`src/rtl/em4100_tag_scheduler.sv`:
```
// Round-robin arbiter sharing one EM4100 encoder among four tag requesters.
// Each grant sends REPEAT full frames, then holds a quiet gap before re-arbitrating.
module em4100_tag_scheduler #(
   parameter int CLKS_PER_BIT = 2,
   parameter int REPEAT       = 3,
   parameter int GAP_CLKS     = 16
) (
   input  logic           clk,
   input  logic           rst_n,
   input  logic [3:0]     req,
   input  logic [159:0]   id_flat,
   input  logic           abort,
   output logic           tx,
   output logic [39:0]    data,
   output logic [3:0]     grant,
   output logic [3:0]     ack,
   output logic           busy
);
   localparam int FRAME_CLKS = 64 * CLKS_PER_BIT;
   localparam int SEND_CLKS  = REPEAT * FRAME_CLKS;
   localparam int CNT_MAX    = (SEND_CLKS > GAP_CLKS) ? SEND_CLKS : GAP_CLKS;
   localparam int CW         = $clog2(CNT_MAX + 1);
   localparam logic [CW-1:0] SEND_LAST = CW'(SEND_CLKS - 1);
   localparam logic [CW-1:0] GAP_LAST  = CW'(GAP_CLKS - 1);
   localparam logic [CW-1:0] CNT_SAT   = CW'(CNT_MAX);

   typedef enum logic [1:0] {IDLE, LOAD, SEND, GAP} state_t;

   state_t        state, state_nx;
   logic [CW-1:0] cnt, cnt_nx;
   logic [1:0]    rr_ptr, owner, pick;
   logic          pick_vld;
   logic          tx_nx, busy_nx;
   logic [3:0]    ack_nx;

   // Descending scan so the lowest offset from rr_ptr wins.
   always_comb begin
      pick     = rr_ptr;
      pick_vld = 1'b0;
      for (int i = 3; i >= 0; i--) begin
         if (req[rr_ptr + 2'(i)]) begin
            pick     = rr_ptr + 2'(i);
            pick_vld = 1'b1;
         end
      end
   end

   always_ff @(posedge clk or negedge rst_n) begin
      if (!rst_n) begin
         state <= IDLE;
         cnt   <= '0;
         tx    <= 1'b0;
         busy  <= 1'b0;
         ack   <= '0;
      end else begin
         state <= state_nx;
         cnt   <= cnt_nx;
         tx    <= tx_nx;
         busy  <= busy_nx;
         ack   <= ack_nx;
      end
   end

   always_comb begin
      state_nx = state;
      unique case (state)
         IDLE:    if (pick_vld) state_nx = LOAD;
         LOAD:    state_nx = abort ? GAP : SEND;
         SEND:    if (abort || cnt == SEND_LAST) state_nx = GAP;
         GAP:     if (cnt == GAP_LAST) state_nx = IDLE;
         default: state_nx = IDLE;
      endcase
   end

   // Outputs are computed one cycle ahead so every port comes straight from a flop.
   always_comb begin
      cnt_nx  = (state_nx != state) ? '0 :
                (cnt == CNT_SAT)    ? cnt : cnt + CW'(1);
      tx_nx   = (state_nx == SEND);
      busy_nx = (state_nx != IDLE);
      ack_nx  = (state_nx == SEND && cnt_nx == SEND_LAST) ? grant : 4'b0000;
   end

   always_ff @(posedge clk or negedge rst_n) begin
      if (!rst_n) begin
         data   <= '0;
         grant  <= '0;
         owner  <= '0;
         rr_ptr <= '0;
      end else begin
         if (state == IDLE && pick_vld) begin
            data  <= id_flat[40*int'(pick) +: 40];
            grant <= 4'b0001 << pick;
            owner <= pick;
         end else if (state == GAP && state_nx == IDLE) begin
            grant <= '0;
         end
         if (state_nx == GAP && state != GAP)
            rr_ptr <= owner + 2'd1;
      end
   end

endmodule

```
`config.mk`:
```
export PLATFORM = sky130hd
export DESIGN_NAME = em4100_tag_scheduler
export DESIGN_NICKNAME = d
export VERILOG_FILES = /design/src/rtl/em4100_tag_scheduler.sv
export SDC_FILE = /design/constraint.sdc
export NUM_CORES = 1
export LEC_CHECK = 0
export CORE_MARGIN = 5
export CORE_UTILIZATION = 35
export CTS_BUF_LIST = sky130_fd_sc_hd__clkbuf_4 sky130_fd_sc_hd__clkbuf_8 sky130_fd_sc_hd__clkbuf_16
export CTS_CLUSTER_SIZE = 25
export DETAILED_ROUTE_END_ITERATION = 10
export PLACE_DENSITY = 0.88
export SYNTH_ARGS = -nofsm -noshare
export SYNTH_HDL_FRONTEND = slang
export SYNTH_SLANG_ARGS = --single-unit
```
`constraint.sdc`:
```
create_clock -name clk -period 2.22 [get_ports clk]
set_input_delay 0.444 -clock clk [delete_from_list [all_inputs] [get_ports clk]]
set_output_delay 0.444 -clock clk [all_outputs]
set_load 0.05 [all_outputs]
```
After elaboration in Yosys (flattened, before gate mapping):

Cells that the tools add are included.

* input port bits: 167
* flip-flop bits (word level): 65
* word-level logic and storage cells: 67

* multiply operators: 1
* order comparisons: 4
* mux-type cells: 26
* equality and inequality tests: 11
* reductions and logical operators: 9
* add/subtract/negate cells: 5
* shift-type cells: 2

Operators by type and width (number)
* $shiftx 160x9->40: 1
* $eq 9x9->1 const B: 3
* $mux 9: 2
* $mux 2: 7
* $lt 2x3->1 const B: 4
* $mux 4: 3
* $add 9x1->9 const B: 1
* $eq 9x4->1 const B: 1
* $mux 1: 9
* $bmux 1 s2: 4
* $eq 2x2->1 const B: 4
* $pmux 2 s4: 1
* $mul 3x2->5 const A: 1
* $add 2x1->2 const B: 2
* $add 2x2->2 const B: 2
* $logic_and 1x1->1: 4
* $logic_not 2->1: 2
* $reduce_bool 2->1: 2
* $shl 1x2->4 const A: 1
* $eq 2x1->1 const B: 1
* $ne 2x2->1: 1
* $ne 2x2->1 const B: 1
* $logic_or 1x1->1: 1

Depth between registers and ports, before layout:

* word-level depth: 14
* gate-level depth with buffers: 8
* gate-level depth less buffers: 7

Least setup slack after synthesis:

OpenSTA, ideal clock, no wires.

* path kind: reg2reg
* start: reg cnt[4]
* end: reg ack[0]
* slack: -0.173 ns
* clock period less this slack: 2.393 ns
* data arrival time: 2.325 ns
* data required time: 2.152 ns
* stages on the path, launching flop included: 8
* path through: dfrtp_1 buf_6 or3_1 or4_1 buf_2 or3_4 a2111oi_4 and3_1

* longest elaborated chain between the ends: 9
* elaborated cells between the ends (all ways): 15
* classes of those cells: add/sub: 1; eq/ne: 6; mux: 6; reduce/logical: 2

RTL lines
* start: declaration: RTL line 30 `logic [CW-1:0] cnt, cnt_nx;`
* start signal: assignment: RTL line 57 `cnt <= cnt_nx;`
* $eq 9x9->1: RTL line 69 `SEND: if (abort || cnt == SEND_LAST) state_nx = GAP;`
* $logic_or 1x1->1: RTL line 69
* $mux 2: RTL line 69
* $pmux 2 s4: RTL line 66 `unique case (state)`
* $ne 2x2->1: RTL line 77 `cnt_nx = (state_nx != state) ? '0 :`
* $mux 9: RTL line 77
* $eq 9x9->1: RTL line 81 `ack_nx = (state_nx == SEND && cnt_nx == SEND_LAST) ? grant : 4'b0000;`
* $logic_and 1x1->1 *: RTL line 81
* $mux 4 *: RTL line 81
* named net ack_nx[0]: RTL line 34 `logic [3:0] ack_nx;`
* end signal: assignment: RTL line 60 `ack <= ack_nx;`
* end: declaration: RTL line 16 `output logic [3:0] ack,`

The timed path passes the listed nets; every way through them passes the cells marked *.
A chain may end at the register's enable or synchronous reset.

Final worst setup path:

Ends and elaborated chain as after synthesis.

==> qor.csv <==
metric,value,unit
run_status,"finished, violations left",
violations,setup timing,
p_total,7430,uW
p_sw,3420,uW
async_flop_share,100,%
antenna_found_initial,0,
hold_viol,0,
seq_area_frac_synth,42.7,%
ys_ff_latch,65,
cts_tree,done,
worstSetupStartpointType,register,
path_common_cell,or3_4,
powerDensity,1110,nW/um2
drive_gt1_share,13.3,%
io_pins,217,
skew,0.0103,ns
synthSimpleGateAreaFrac,13.3,%
syn_inst,372,
synth_compound_area_share,15.3,%
fp.dieArea,13100,um2
synth_nets,541,
grt-busiest-layer,met2,
cts.reportedPaths.clkPinSlew,0.07,ns
cp.required,2.49,ns
die_w,114,um
pwr-share-clk,13.7,%
synth_edf_count,0,
cts_root_buf,clkbuf_8,
met1_usage,23.7,%
clk-insertion-delay-late,0.34,ns
use_met3,6.13,%
arrival,2.50,ns
critPathMaxStageDelay,0.42,ns
synth_area_per_cell,10.2,um2
netlist_area,3810,um2
fin_nets,789,
diodes,0,
worst_slew_pin_slew,0.587,ns
synth.mux.area_fraction,21.3,%
grt_pass1_wl,21.5,mm
yosysTopAreaCellShare,42.7,%
rsz0062_at_grt,yes,
drt-initial-drc-count,212,
h-tree-depth,3,
cts.path.max_buffers,2,
worst_slack,-0.0154,ns
synth_fa_ha_area_share,0.657,%
synth_xor_area_share,2.07,%
synth_cell_types,48,
p_sw_share,46.0,%
cts_made_buffers,9,
viasPerCell,5.26,
gr-usage-met2,37.7,%
clock_sink_count,65,
gp_congestion,0.882,
leakagePower,0.00289,uW
placement.io_buffers,216,
routed_wl,14.1,mm
drtAntennaViolNets,0,
grt_max_degree,43,
hold_path.class,in -> async,
gr-total-overflow,0,
grtUsageTotal,21.1,%
setup_tns,-0.0253,ns
areaGrowthSynthToFinish,76.0,%
period_needed,2.24,ns
p_seq_share,26.9,%
slew_headroom,60.8,%
row_count,38,
pre_cts_slack,-0.336,ns
crit_type,reg -> reg,
combPwrFrac,59.4,%
crit_fanout,4,
grt_pass1_vias,4440,
layout_commonest_cell,clkdlybuf4s50_1,
routed-via-count,4023,
timing.fmax,0.447,GHz
min_period_over_period,101,%
die_h,114,um
final_cell_mix,"clkdlybuf4s50_1, mux2i_1, dfrtp_1",
firstDrtPassIters,4,
maxCapViolCount,0,
synth_top_family_by_area,multiplexers,
final_max_slew_viol_count,0,
p_int,4010,uW
cpMaxStageDelayCell,or4_4,
hpwl,11.3,mm
synth_area_leaders,"dfrtp_1, mux2i_1, o221ai_1, nand2_1, nor2_1",
end_kind,register,
yosys_warnings,0,
core_area,10700,um2
ir_drop,0.770,mV
synth_top_flop_cell,dfrtp_1,
path_cells,or3_4 -> or4_4 -> or3_4 -> a2111oi_4 -> and3_1,
wire_per_inst,18.4,um
setup_viol,2,
initial_core_util,35.4,%
drc,0,
yosys.area.top_type,dfrtp_1,
==> cell usage after synthesis, types with 5 or more instances <==
master,instances
dfrtp_1,65
xor2_1,5
mux2i_1,81
and3_1,5
o221ai_1,40
buf_1,6
o21ai_0,8
nand2_1,54
nor2_1,16
inv_1,10
clkbuf_1,15
a21oi_1,5
==> kinds of logic after synthesis <==
family | count (synthesis)
AND/OR/NAND/NOR | 105
multiplexers | 81
AO/OA/AOI/OAI | 72
flip-flops | 65
buffers and inverters | 38
XOR/XNOR | 9
adder cells (fa/ha/maj) | 2
==> per-layer routing <==
metal / routed length, um / vias up
met4: 354 / 0
met5: 0 / -
met1: 5380 / 1946
met3: 991 / 28
li1: - / 1878
met2: 7350 / 171
==> worst max-delay path: cells and delay by family, from the launching register on <==
kind               cells  cell delay, ns
and+or+nand+nor        4            1.41
DFF                    1            0.38
AOI/OAI and AO/OA      1            0.37
==> stage by stage <==
| stage | area, um2 | hold slack, ns | cells | utilization, % |
|---|---|---|---|---|
| final | 6700 | 0.0991 | 765 | 62.4 |
| after global routing | 6700 | 0.117 | 765 | 62.4 |
| after CTS | 6690 | 0.0912 | 765 | 62.3 |
| after detailed placement | 6480 | 0.469 | 748 | 60.3 |
| after global placement | 6480 | 0.467 | 748 | 60.3 |
| after floorplan | 3820 | 0.148 | 372 | - |
==> registers in the layout, indices dropped and copies added, names as in the netlist, 2 cells and up <==
signal / count
ack: 4
owner: 2
grant: 4
cnt: 9
state: 2
data: 40
rr_ptr: 2
==> final timing paths <==
path                            slack, ns  startpoint  cells after the start        to
max in group asynchronous            1.48       rst_n                      2  data[36]
worst min register to register       0.49    data[26]                      2  data[26]
min in group clk                     0.49    data[26]                      2  data[26]
worst max register to register      -0.02      cnt[4]                      5    ack[0]
worst max-delay path                -0.02      cnt[4]                      5    ack[0]
worst min-delay path                  0.1       rst_n                      1  data[25]
==> power groups by stage <==
stage | combinational, uW | sequential, uW | clock [uW]
after floorplan | 1400 | 3410 | 0
after global placement | 4300 | 1980 | 0
after detailed placement | 4420 | 1990 | 0
after CTS | 4440 | 1990 | 1050
after global routing | 4660 | 2060 | 1100
final | 4410 | 2000 | 1020
==> what timing repair did <==
action / 4_1_cts / 5_1_grt
buffers inserted: 1 / 0
pin swaps: 3 / 1
endpoints found under the setup margin: 4 / 26
gates cloned: 0 / 0
resized for setup: 2 / 3
hold buffers: 0 / 0
==> cell type report <==
class	instances	area, um2
tap	140	175
clock buffer	10	138
multi-input combinational	269	2040
sequential	65	1630
timing repair buffer	265	2630
inverter	10	37.5
fill	887	4040
clock inverter	6	57.6
Power figures use the tool's default switching activity.
